File: config.mk
export PLATFORM = sky130hd
export DESIGN_NAME = piso_serializer
export DESIGN_NICKNAME = d
export VERILOG_FILES = /design/src/rtl/piso_pkg.sv /design/src/rtl/piso_bit_counter.sv /design/src/rtl/piso_serializer.sv
export SDC_FILE = /design/constraint.sdc
export NUM_CORES = 1
export LEC_CHECK = 0
export ABC_AREA = 0
export CAP_MARGIN = 30
export CELL_PAD_IN_SITES_DETAIL_PLACEMENT = 1
export CELL_PAD_IN_SITES_GLOBAL_PLACEMENT = 1
export CORE_MARGIN = 2
export CORE_UTILIZATION = 34
export DETAILED_ROUTE_END_ITERATION = 16
export PLACE_DENSITY_LB_ADDON = 0.1
export RECOVER_POWER = 100
export SLEW_MARGIN = 20
export SYNTH_ARGS = -nofsm -noshare
export SYNTH_HDL_FRONTEND = slang
export SYNTH_SLANG_ARGS = --single-unit
File: constraint.sdc
create_clock -name Clock -period 2.05 [get_ports Clock]
set_clock_uncertainty 0.05 [all_clocks]
set_input_delay 0.41 -clock Clock [delete_from_list [all_inputs] [get_ports Clock]]
set_output_delay 0.41 -clock Clock [all_outputs]
set_load 0.05 [all_outputs]
File: src/rtl/piso_pkg.sv
// Shared definitions for the PISO transmitter and its matching serial-in receiver.
package piso_pkg;

  localparam int DEFAULT_WIDTH = 8;

  typedef enum logic [1:0] {
    ST_IDLE   = 2'd0,
    ST_SHIFT  = 2'd1,
    ST_PARITY = 2'd2
  } piso_state_t;

endpackage

File: src/rtl/piso_bit_counter.sv
// Up-counter over 0..MODULUS-1 with synchronous clear, enable and terminal-count flag.
module piso_bit_counter #(
  parameter int  MODULUS = 8,
  localparam int CW      = $clog2(MODULUS)
) (
  input  logic          i_clk,
  input  logic          i_srst,
  input  logic          i_clr,
  input  logic          i_en,
  output logic [CW-1:0] o_count,
  output logic          o_tc
);

  logic [CW-1:0] r_count;

  always_ff @(posedge i_clk) begin
    if (i_srst) begin
      r_count <= '0;
    end else if (i_clr) begin
      r_count <= '0;
    end else if (i_en) begin
      r_count <= r_count + CW'(1);
    end
  end

  assign o_count = r_count;
  assign o_tc    = (r_count == CW'(MODULUS - 1));

endmodule

File: src/rtl/piso_serializer.sv
// Parallel-in serial-out transmitter, MSB first, with frame start/end markers.
// Define PISO_PARITY_EN to append an even-parity bit to every frame.
module piso_serializer
  import piso_pkg::*;
#(
  parameter int   WIDTH      = DEFAULT_WIDTH,
  parameter logic IDLE_LEVEL = 1'b0
) (
  input  logic             Clock,
  input  logic             Rst,
  input  logic [WIDTH-1:0] Load_Data,
  input  logic             Load_Valid,
  output logic             Load_Ready,
  output logic             Data_Out,
  output logic             Data_Valid,
  output logic             Frame_Start,
  output logic             Frame_End
);

  localparam int CNT_W = $clog2(WIDTH);

  piso_state_t      r_state, w_state_next;
  // The bit on Data_Out lives in r_data_out; r_shift holds the bits still to go.
  logic [WIDTH-2:0] r_shift, w_shift_next;
  logic [WIDTH-1:0] w_shift_ext;
  logic             r_data_out, w_data_out_next;
  logic             r_data_valid, w_valid_next;
  logic             r_frame_start, w_start_next;
  logic             r_frame_end, w_end_next;
  logic             w_cnt_clr, w_cnt_en, w_cnt_tc;
  logic [CNT_W-1:0] w_cnt;
  logic             w_load_ready, w_accept;
`ifdef PISO_PARITY_EN
  logic             r_parity, w_parity_next;
`endif

  piso_bit_counter #(.MODULUS(WIDTH)) u_bit_counter (
    .i_clk   (Clock),
    .i_srst  (Rst),
    .i_clr   (w_cnt_clr),
    .i_en    (w_cnt_en),
    .o_count (w_cnt),
    .o_tc    (w_cnt_tc)
  );

`ifdef PISO_PARITY_EN
  assign w_load_ready = (r_state == ST_IDLE) || (r_state == ST_PARITY);
`else
  assign w_load_ready = (r_state == ST_IDLE) || ((r_state == ST_SHIFT) && w_cnt_tc);
`endif
  assign w_accept    = Load_Valid && w_load_ready;
  assign w_shift_ext = {r_shift, IDLE_LEVEL};

  always_comb begin
    w_state_next    = r_state;
    w_shift_next    = r_shift;
    w_data_out_next = IDLE_LEVEL;
    w_valid_next    = 1'b0;
    w_start_next    = 1'b0;
    w_end_next      = 1'b0;
    w_cnt_clr       = 1'b0;
    w_cnt_en        = 1'b0;
`ifdef PISO_PARITY_EN
    w_parity_next   = r_parity;
`endif
    if (w_accept) begin
      w_state_next    = ST_SHIFT;
      w_shift_next    = Load_Data[WIDTH-2:0];
      w_data_out_next = Load_Data[WIDTH-1];
      w_valid_next    = 1'b1;
      w_start_next    = 1'b1;
      w_cnt_clr       = 1'b1;
`ifdef PISO_PARITY_EN
      w_parity_next   = ^Load_Data;
`endif
    end else begin
      case (r_state)
        ST_SHIFT: begin
          w_shift_next = w_shift_ext[WIDTH-2:0];
          if (!w_cnt_tc) begin
            w_data_out_next = w_shift_ext[WIDTH-1];
            w_valid_next    = 1'b1;
            w_cnt_en        = 1'b1;
`ifndef PISO_PARITY_EN
            w_end_next      = (w_cnt == CNT_W'(WIDTH - 2));
`endif
          end else begin
`ifdef PISO_PARITY_EN
            w_state_next    = ST_PARITY;
            w_data_out_next = r_parity;
            w_valid_next    = 1'b1;
            w_end_next      = 1'b1;
`else
            w_state_next    = ST_IDLE;
`endif
          end
        end
        ST_PARITY: w_state_next = ST_IDLE;
        default:   w_state_next = ST_IDLE;
      endcase
    end
  end

  always_ff @(posedge Clock) begin
    if (Rst) begin
      r_state       <= ST_IDLE;
      r_shift       <= '0;
      r_data_out    <= IDLE_LEVEL;
      r_data_valid  <= 1'b0;
      r_frame_start <= 1'b0;
      r_frame_end   <= 1'b0;
`ifdef PISO_PARITY_EN
      r_parity      <= 1'b0;
`endif
    end else begin
      r_state       <= w_state_next;
      r_shift       <= w_shift_next;
      r_data_out    <= w_data_out_next;
      r_data_valid  <= w_valid_next;
      r_frame_start <= w_start_next;
      r_frame_end   <= w_end_next;
`ifdef PISO_PARITY_EN
      r_parity      <= w_parity_next;
`endif
    end
  end

  assign Load_Ready  = w_load_ready;
  assign Data_Out    = r_data_out;
  assign Data_Valid  = r_data_valid;
  assign Frame_Start = r_frame_start;
  assign Frame_End   = r_frame_end;

endmodule

==> results of run 1 <==
-- tightest hold or removal path, cell delays in order (launching register included) --
cell                      delay [ns]
sky130_fd_sc_hd__dfxtp_1        0.34
sky130_fd_sc_hd__nand2_1        0.06
sky130_fd_sc_hd__nor3_1         0.04
-- kinds of logic after synthesis --
logic type / count (synthesis) / share of synthesized area [%]
adders and majority gates: 3 / 5.598
AOI/OAI and AO/OA: 11 / 11.01
DFF: 15 / 44.78
buffers and inverters: 8 / 8.207
and+or+nand+nor: 37 / 30.41
-- placed cells by master, fill, tap and decap left out, drive strengths merged, types with 2 or more instances in the layout --
master and instances:
ha 3, inv 2, dlygate4sd3 3, a211oi 6
nor2 12, dfxtp 15, nor4 6, nand3b 2
nand2 5, nor3b 6, buf 3, clkdlybuf4s50 11
a21oi 4, clkbuf 4
-- power by group --
part	total (W)	internal, W	switching, W
clock	0.000170	0.0000724	0.0000973
sequential	0.000319	0.000310	0.00000941
combinational	0.000116	0.0000518	0.0000644
-- through the flow --
step	std cells	total power, W	util, %	hold WS, ns
after floorplan	74	0.0004031	-	0.3816
after global placement	113	0.0004418	43.62	0.4028
after detailed placement	113	0.0004442	43.62	0.4040
after CTS	117	0.0006169	45.07	0.4186
after global routing	117	0.0006472	45.07	0.4375
final	117	0.0006053	45.07	0.4145
-- final timing paths --
kind / start / end / slack [ns] / depth (start not counted)
setup / recovery: Frame_Start / Frame_Start / 0.14 / 1
hold reg to reg: u_bit_counter.o_count[2] / Frame_End / 0.41 / 2
setup reg to reg: u_bit_counter.o_count[0] / r_shift[3] / 0.51 / 6
hold / removal: u_bit_counter.o_count[2] / Frame_End / 0.41 / 2
-- per-layer routing --
| metal | part of all wire [%] | track usage [%] |
|---|---|---|
| met1 | 48 | 19.31 |
| met2 | 46 | 22.22 |
| met3 | 5.1 | 5.556 |
| met4 | 0.86 | 4.286 |
| met5 | 0 | 0 |
-- final cells by class --
type / count / share of cell area (%)
Clock buffer: 3 / 2.628
Clock inverter: 1 / 0.5839
Inverter: 2 / 1.168
Multi-Input combinational cell: 51 / 36.79
Sequential cell: 15 / 35.04
Tap cell: 27 / 3.942
Timing Repair Buffer: 18 / 19.85
-- state kept, by name (all words and copies together) (netlist names) --
signal / cells
r_shift: 7
Frame_End: 1
Data_Valid: 1
Frame_Start: 1
u_bit_counter.o_count: 3
r_state: 1
Data_Out: 1
==> run summary, run 1 <==
- outcome: completed
- slew at the pin closest to its max-slew limit: 0.5910 ns
- Worst-Skew Late Latency: 0.28 ns
- unrepaired setup endpoints after global routing: no
- pin count of the biggest net entering global routing: 16
- initial core utilization: 35.26%
- worst min path class: register to register
- reported leakage power: 0.3326 nW
- wire length of the first global-routing pass: 2.670 mm
- master cell of the clock root buffer: sky130_fd_sc_hd__clkbuf_4
- remaining global-route overflow: 0
- required time at the worst-slack endpoint: 1.59 ns
- Final Hold Violating Endpoints: 0
- total of endpoints with negative setup slack in the final report: 0
- Synthesized Nets: 88
- total power divided by cell area: 706.3 nW/um2
- overall global routing resource usage: 14.61%
- part of the Yosys area used for sequential elements: 44.78%
- number of buffers and inverters on the critical path: 1
- crit start category: register
- Async SR Flop Fraction: 0%
- post-synth design cell area: 670.6 um2
- Post-Route Setup TNS: 0 ns
- initial antenna violation count: 0
- count of pins on the block boundary: 16
- Port Buffer Count: 15
- DR vias/cell: 4.940
- final std cell area, no fill: 857.1 um2
- Max-cap violations: 0
- CP Data Arrival Time: 1.45 ns
- critical path capture point type: primary output
- clock edge transition at the registers on the reported setup and hold paths: 0.09 ns
- area share of the largest cell type after synthesis: 44.78%
- most instantiated cells after synthesis: sky130_fd_sc_hd__dfxtp_1, sky130_fd_sc_hd__nor2_1, sky130_fd_sc_hd__a211oi_1, sky130_fd_sc_hd__nor3b_1, sky130_fd_sc_hd__nor4_1
- flip-flop cell with the highest count after synthesis: sky130_fd_sc_hd__dfxtp_1
- row count: 16
- CTS tree: yes
- mean routed wirelength per cell: 12.97 um
- layout net count: 105
- width of the die: 48.41 um
- number of unique standard cell types used by synthesis: 22
- final critical delay including setup and external delays: 1.914 ns
- kind of cell adding the most delay to the critical path: buffers and inverters
- number of fill cells in the layout: 230
- number of nets still failing antenna checks after routing: 0
- final weighted congestion of routability-driven global placement: 0.7242
- antenna diode count: 0
- TritonCTS sink count: 15
- area growth from synthesis to layout: 27.80%
- highest net fanout along the worst path: 1
- library cell with the largest summed area after synthesis: sky130_fd_sc_hd__dfxtp_1
- Final Slew Violations: 0
- cell types occupying the most area after synthesis: sky130_fd_sc_hd__dfxtp_1, sky130_fd_sc_hd__a211oi_1, sky130_fd_sc_hd__nor2_1
- synthesized instance count: 74
- DIE AREA: 2344 um2
- Max Clock Freq: 522.3 MHz
- via count of the first global-routing pass: 573
- number of flops mapped to enable cells by yosys: 0
- Worst path slowest cell: sky130_fd_sc_hd__dlygate4sd3_1
- Longest Clk Path Bufs: 2
- number of H-tree branching levels: 1
- Largest stage delay, worst path: 0.86 ns
- Resized Gates After CTS: 0
- Setup Buffers After CTS: 0
- critical path cell sequence: dlygate4sd3_1
- count of state elements after synthesis: 15
- library cell with the highest instance count after synthesis: sky130_fd_sc_hd__dfxtp_1
- pre-CTS WS: 0.2383 ns
- mean post-synth cell area: 9.063 um2
- total routed wirelength: 1.517 mm
- fraction of the cycle the final worst path needs: 93.39%
- Core ar.: 1902 um2
- placed inst area: 829.5 um2
- number of DRC violations after detailed routing: 0
- number of CTS-inserted buffers: 3
- routed via count: 578
- 1st-iter DRT viols: 4
- Post-CTS Hold Fix Bufs: 0
- class of the most critical setup path: register to primary output
- post-detail-place hpwl: 1.022 mm
- normalized max-slew margin: 60.47%
- share of layout cells above drive strength 1: 11.11%
- first-pass iteration count of the detailed router: 2
- die height: 48.41 um
- area used by multi-input combinational logic: 315.3 um2
- count of warnings emitted by yosys: 0
- min setup slack post-route: 0.1355 ns
- worst vdd rail ir drop: 365.8 uV
- flip-flop and latch area: 300.3 um2
No activity file was read; power rests on OpenSTA's default activity.
==> inputs of run 2 (changes only) <==
--- a/config.mk
+++ b/config.mk
@@ -7,12 +7,10 @@
 export LEC_CHECK = 0
 export ABC_AREA = 0
 export CAP_MARGIN = 30
-export CELL_PAD_IN_SITES_DETAIL_PLACEMENT = 1
-export CELL_PAD_IN_SITES_GLOBAL_PLACEMENT = 1
 export CORE_MARGIN = 2
-export CORE_UTILIZATION = 34
+export CORE_UTILIZATION = 46
 export DETAILED_ROUTE_END_ITERATION = 16
-export PLACE_DENSITY_LB_ADDON = 0.1
+export PLACE_DENSITY = 0.75
 export RECOVER_POWER = 100
 export SLEW_MARGIN = 20
 export SYNTH_ARGS = -nofsm -noshare
==> run 2 against run 1 <==
  * Final cell count decreased by 11%
  * Sequential share of layout area increased by 1.1 points
  * Sequential power about the same
  * Routed wire length decreased by 12%
  * Design area decreased by 3.1%
  * Power increased by 0.60%
  * Critical path depth unchanged
  * Register-to-register slack got worse by 0.25 ns
  * Fmax decreased by 1.2%
  * Setup slack got worse by 0.023 ns
  * Largest power group unchanged
  * Highest routed layer unchanged
==> run summary, run 2 (synthesized netlist as in run 1, its figures left out) <==
- count of pins on the block boundary: 16, unchanged
- number of DRC violations after detailed routing: 0, unchanged
- via count of the first global-routing pass: 485, -15%
- number of cells in the design after placement: 100, -12%
- worst hold margin: 0.4095 ns, -0.005023 ns
- die height: 42.18 um, -13%
- worst min path class: register to register
- Largest stage delay, worst path: 0.86 ns, about the same
- width of the die: 42.18 um, -13%
- class of the most critical setup path: register to primary output
- share of layout cells above drive strength 1: 8.989%, -2.1 points
- reported leakage power: 0.3271 nW, -1.7%
- fraction of the cycle the final worst path needs: 94.50%, +1.1 points
- endpoint of the worst register-to-register path: r_shift[6]
- remaining global-route overflow: 0, unchanged
- post-route insts no fill: 104, -11%
- Most flops, register: r_shift
- Final Hold Violating Endpoints: 0, unchanged
- WHS Endpoint: Frame_End
- master cell of the clock root buffer: sky130_fd_sc_hd__clkbuf_4
- initial antenna violation count: 0, unchanged
- Setup Buffers After CTS: 0, unchanged
- CP Data Arrival Time: 1.48 ns, +0.03 ns
- Longest Clk Path Bufs: 2, unchanged
- Post-CTS Hold Fix Bufs: 0, unchanged
- final critical delay including setup and external delays: 1.937 ns, +0.02273 ns
- routed via count: 570, -1.4%
- unrepaired setup endpoints after global routing: no
- number of fill cells in the layout: 122, -47%
- utilization of the core after routing: 62.29%, +17 points
- Port Buffer Count: 15, unchanged
- post-detail-place hpwl: 859.8 um, -16%
- startpoint of the most critical register-to-register path: u_bit_counter.o_count[1]
- Worst-Skew Late Latency: 0.30 ns, +0.02 ns
- Worst Hold Depth: 2, unchanged
- DR vias/cell: 5.481, +11%
- TritonCTS sink count: 15, unchanged
- first-pass iteration count of the detailed router: 4, +2
- worst vdd rail ir drop: 504.0 uV, +38%
- total of endpoints with negative setup slack in the final report: 0, unchanged
- pin count of the biggest net entering global routing: 16, unchanged
- mean routed wirelength per cell: 12.78 um, -1.4%
- leading cell types in the layout, fill and taps excluded: sky130_fd_sc_hd__dfxtp_1, sky130_fd_sc_hd__nor2_1, sky130_fd_sc_hd__clkdlybuf4s50_1
- row count: 13, -3
- layout net count: 104, -0.95%
- kind of cell adding the most delay to the critical path: buffers and inverters
- commonest non-fill, non-tap cell in the layout: sky130_fd_sc_hd__dfxtp_1
- critical path capture point type: primary output
- number of CTS-inserted buffers: 3, unchanged
- CTS tree: yes
- Max Clock Freq: 516.2 MHz, -1.2%
- area growth from synthesis to layout: 23.88%
- critical path cell sequence: dlygate4sd3_1
- Core ar.: 1334 um2, -30%
- crit start category: register
- Register-to-Register Setup Slack: 0.26 ns, -0.25 ns
- normalized max-slew margin: 64.83%, +4.4 points
- wire length of the first global-routing pass: 2.166 mm, -19%
- total power divided by cell area: 733.0 nW/um2, +3.8%
- initial core utilization: 50.28%, +15 points
- Max-cap violations: 0, unchanged
- Post-Route Setup TNS: 0 ns, unchanged
- number of nets still failing antenna checks after routing: 0, unchanged
- required time at the worst-slack endpoint: 1.59 ns, about the same
- outcome: completed
- highest net fanout along the worst path: 1, unchanged
- DIE AREA: 1779 um2, -24%
- path depth of the worst reg2reg path: 6, unchanged
- Worst path slowest cell: sky130_fd_sc_hd__dlygate4sd3_1
- Final Slew Violations: 0, unchanged
- total routed wirelength: 1.329 mm, -12%
- 1st-iter DRT viols: 7, +3
- overall global routing resource usage: 16.36%, +1.7 points
- final weighted congestion of routability-driven global placement: 0.7380, +1.9%
- number of buffers and inverters on the critical path: 1, unchanged
- hold path start: u_bit_counter.o_count[2]
- Resized Gates After CTS: 0, unchanged
- max reg flops: 7, unchanged
- slew at the pin closest to its max-slew limit: 0.5259 ns, -0.06510 ns
- clock edge transition at the registers on the reported setup and hold paths: 0.10 ns, about the same
- number of H-tree branching levels: 1, unchanged
- antenna diode count: 0, unchanged
[run 2: power breakdown]
| group | switching (W) | total (W) | internal (W) |
|---|---|---|---|
| logic | 0.0000620 | 0.000111 | 0.0000486 |
| clock network | 0.000107 | 0.000180 | 0.0000728 |
| registers | 0.00000881 | 0.000319 | 0.000310 |
| total | 0.000178 | 0.000609 | 0.000431 |
[run 2: cell type report]
cell class	count	area (um2)	area share (%)
Clock inverter	1	5.005	0.6024
Timing Repair Buffer	17	158.9	19.13
Tap cell	15	18.77	2.259
Multi-Input combinational cell	51	315.3	37.95
Inverter	2	10.01	1.205
Sequential cell	15	300.3	36.14
Clock buffer	3	22.52	2.711
[run 2: worst min-delay path: stages, from the launching register on]
cell and delay [ns]:
sky130_fd_sc_hd__dfxtp_1 0.33, sky130_fd_sc_hd__nand2_1 0.06, sky130_fd_sc_hd__nor3_1 0.03
[run 2: through the flow]
stage	instance area [um2]	setup slack (ns)	power [W]
2_1_floorplan	670.6	0.5193	0.0004031
3_3_place_gp	807.0	0.2391	0.0004376
3_5_place_dp	807.0	0.1916	0.0004394
4_1_cts	834.6	0.1370	0.0006144
5_1_grt	830.8	0.06115	0.0006383
6_report	830.8	0.1128	0.0006090
[run 2: worst max-delay path by stage]
| stage | start | endpoint | slack [ns] | cells after the start |
|---|---|---|---|---|
| 2_1_floorplan | u_bit_counter.o_count[0] | r_shift[5] | 0.52 | 7 |
| 3_3_place_gp | Load_Valid | r_shift[4] | 0.24 | 4 |
| 3_5_place_dp | Load_Valid | r_shift[1] | 0.19 | 4 |
| 4_1_cts | u_bit_counter.o_count[1] | Load_Ready | 0.14 | 5 |
| 5_1_grt | u_bit_counter.o_count[1] | r_shift[6] | 0.06 | 6 |
| 6_report | Data_Valid | Data_Valid | 0.11 | 1 |
[run 2: routing by layer]
metal	global-route usage [%]	up-vias	routed length [um]
li1	-	289	-
met1	20.63	263	623
met2	24.31	15	600
met3	7.759	3	90
met4	5.625	0	14
met5	0	-	0
==> RTL edit (config.mk and constraints of run 1) <==
Change the parameter `IDLE_LEVEL` from 1'b0 to 1'b1.
--- a/src/rtl/piso_serializer.sv
+++ b/src/rtl/piso_serializer.sv
@@ -5,5 +5,5 @@
 #(
   parameter int   WIDTH      = DEFAULT_WIDTH,
-  parameter logic IDLE_LEVEL = 1'b0
+  parameter logic IDLE_LEVEL = 1'b1
 ) (
   input  logic             Clock,
Formal check against the unedited RTL: not equivalent (Yosys sat finds a counterexample within 4 cycles, from zero or initial values and one cycle with Rst high).
==> RTL edit against run 1 <==
Design area is 3.9% lower. Global-route usage fell by 0.22 points. Largest cell class is now registers. Non-clock buffer count shrank 2. Largest power group unchanged. Worst setup slack worse by 0.0072 ns. Hold slack improved by 0.0046 ns. Routed wire length decreased by 7.9%. Area after synthesis is 2.4% lower. Power fell by 0.35%. Sequential cell count did not move. Critical endpoint is now Data_Out.
==> RTL edit: results (changes against run 1) <==
[synth]
yosysWarnings = 0  ; unchanged
synth-xor-area-share_pct = 0  ; unchanged
synth_fa_ha_area_share_pct = 5.74  ; was 5.60%
ys_seq_area_share_pct = 45.9  ; was 44.8%
synthTopCellsByCount = 15 x dfxtp_1, 11 x nor3_1, 8 x nor2_1  ; was 15 x dfxtp_1, 12 x nor2_1, 6 x a211oi_1, 6 x nor3b_1, 6 x nor4_1
async_flop_share_pct = 0  ; unchanged
synth_compound_gate_area_share_pct = 11.9  ; was 11.0%
synth_cell_types = 21  ; was 22
synth.net_count = 88  ; unchanged
synthTopCellsByArea = dfxtp_1 46%, nor3_1 8.4%, a211oi_1 6.9%  ; was dfxtp_1 45%, a211oi_1 6.7%, nor2_1 6.7%
synthMuxAreaShare_pct = 0  ; unchanged

[route]
drt_first_iter_violations = 3  ; was 4
wl_per_cell_um = 12.4  ; was 13.0 um
vias = 546  ; was 578
final_antenna_net_count = 0  ; unchanged
dr.pass1.iters = 2  ; unchanged

[global_routing]
grt_pass1_vias = 462  ; was 573
grt_usage_pct = 14.4  ; was 14.6%
grt_max_degree = 16  ; unchanged
grt_pass1_wl_um = 2240  ; was 2670 um
antenna_found_initial = 0  ; unchanged

[pwr]
vdd_drop_max_v = 0.000354  ; was 0.000366 V
leakage_nw = 0.321  ; was 0.333 nW

[worst_setup_path]
path_delay_family = buffers and inverters  ; unchanged
max_stage_delay_ns = 0.87
worstPathArrival_ns = 1.46
cp_max_fo = 1  ; unchanged
crit_slowest_cell = dlygate4sd3_1  ; unchanged

[clock_network]
clk_path_buf_depth = 2  ; unchanged
worstSkewPairLatency_ns = 0.27
post_cts_buffers = 0  ; unchanged
cts_buffers = 3  ; unchanged
path_clk_slew_ns = 0.09  ; about the same
postCtsHoldBufs = 0  ; unchanged
cts-resized-gates = 0  ; unchanged
cts_max_level = 1  ; unchanged
cts-root-buf = clkbuf_4  ; unchanged

[outcome]
outcome = completed  ; unchanged

[layout]
largest_reg_flops = 7  ; unchanged
drive_gt1_share_pct = 9.09  ; was 11.1%
n_antenna_cell = 0  ; unchanged
nets = 103  ; was 105
regMostFlops = r_shift  ; unchanged

[placed_design]
port_buffers = 15  ; unchanged
placed_area_um2 = 797  ; was 830 um^2
gp_congestion = 0.751  ; was 0.724
dpl.hpwl_um = 965  ; was 1020 um

[sta]
slew_headroom_pct = 64.3  ; was 60.5%

[worst_hold_path]
hold_path.class = flop to flop  ; unchanged

RTL edit: stage by stage:
stage / instances / util [%] / worst slack, ns / power (mW)
floorplan: 74 / - / 0.496 / 0.408
global placement: 109 / 45.2 / 0.285 / 0.445
detailed placement: 109 / 45.2 / 0.250 / 0.447
CTS: 113 / 46.7 / 0.137 / 0.614
global route: 113 / 46.7 / 0.0604 / 0.644
finish: 113 / 46.7 / 0.128 / 0.603
RTL edit: cells by family after synthesis:
logic type | count (synthesis)
simple gates | 35
flops | 15
compound gates | 12
buf+inv | 9
fa+ha+maj | 3
RTL edit: cell type report:
cell class,instances,area [um^2]
multi-input cells,50,297
well taps,25,31.3
fillers,220,941
repair buffers,16,155
inverters,3,13.8
clock buffers,4,26.3
flip-flops and latches,15,300
RTL edit: routing by layer:
layer  track usage, %  vias up  routed length, um  part of all wire, %
met5                0        -                  0                    0
met4             6.49        0                 12                 0.86
met3             3.40        2                 54                  3.9
met2             20.8        8                592                   42
met1             20.2      241                737                   53
li1                 -      295                  -                    -
RTL edit: path summary, 6_finish.rpt:
kind	startpoint	to	slack (ns)	cells after the start
max	Data_Out	Data_Out	0.13	1
min	u_bit_counter.o_count[2]	Frame_End	0.42	2
min reg2reg	u_bit_counter.o_count[2]	Frame_End	0.42	2
max reg2reg	u_bit_counter.o_count[0]	r_shift[2]	0.47	6
RTL edit: power by group:
group          total, mW  switching (mW)  internal, mW
logic              0.115          0.0664        0.0481
clock network      0.167          0.0917        0.0753
registers          0.322          0.0102         0.312
total              0.603           0.168         0.435
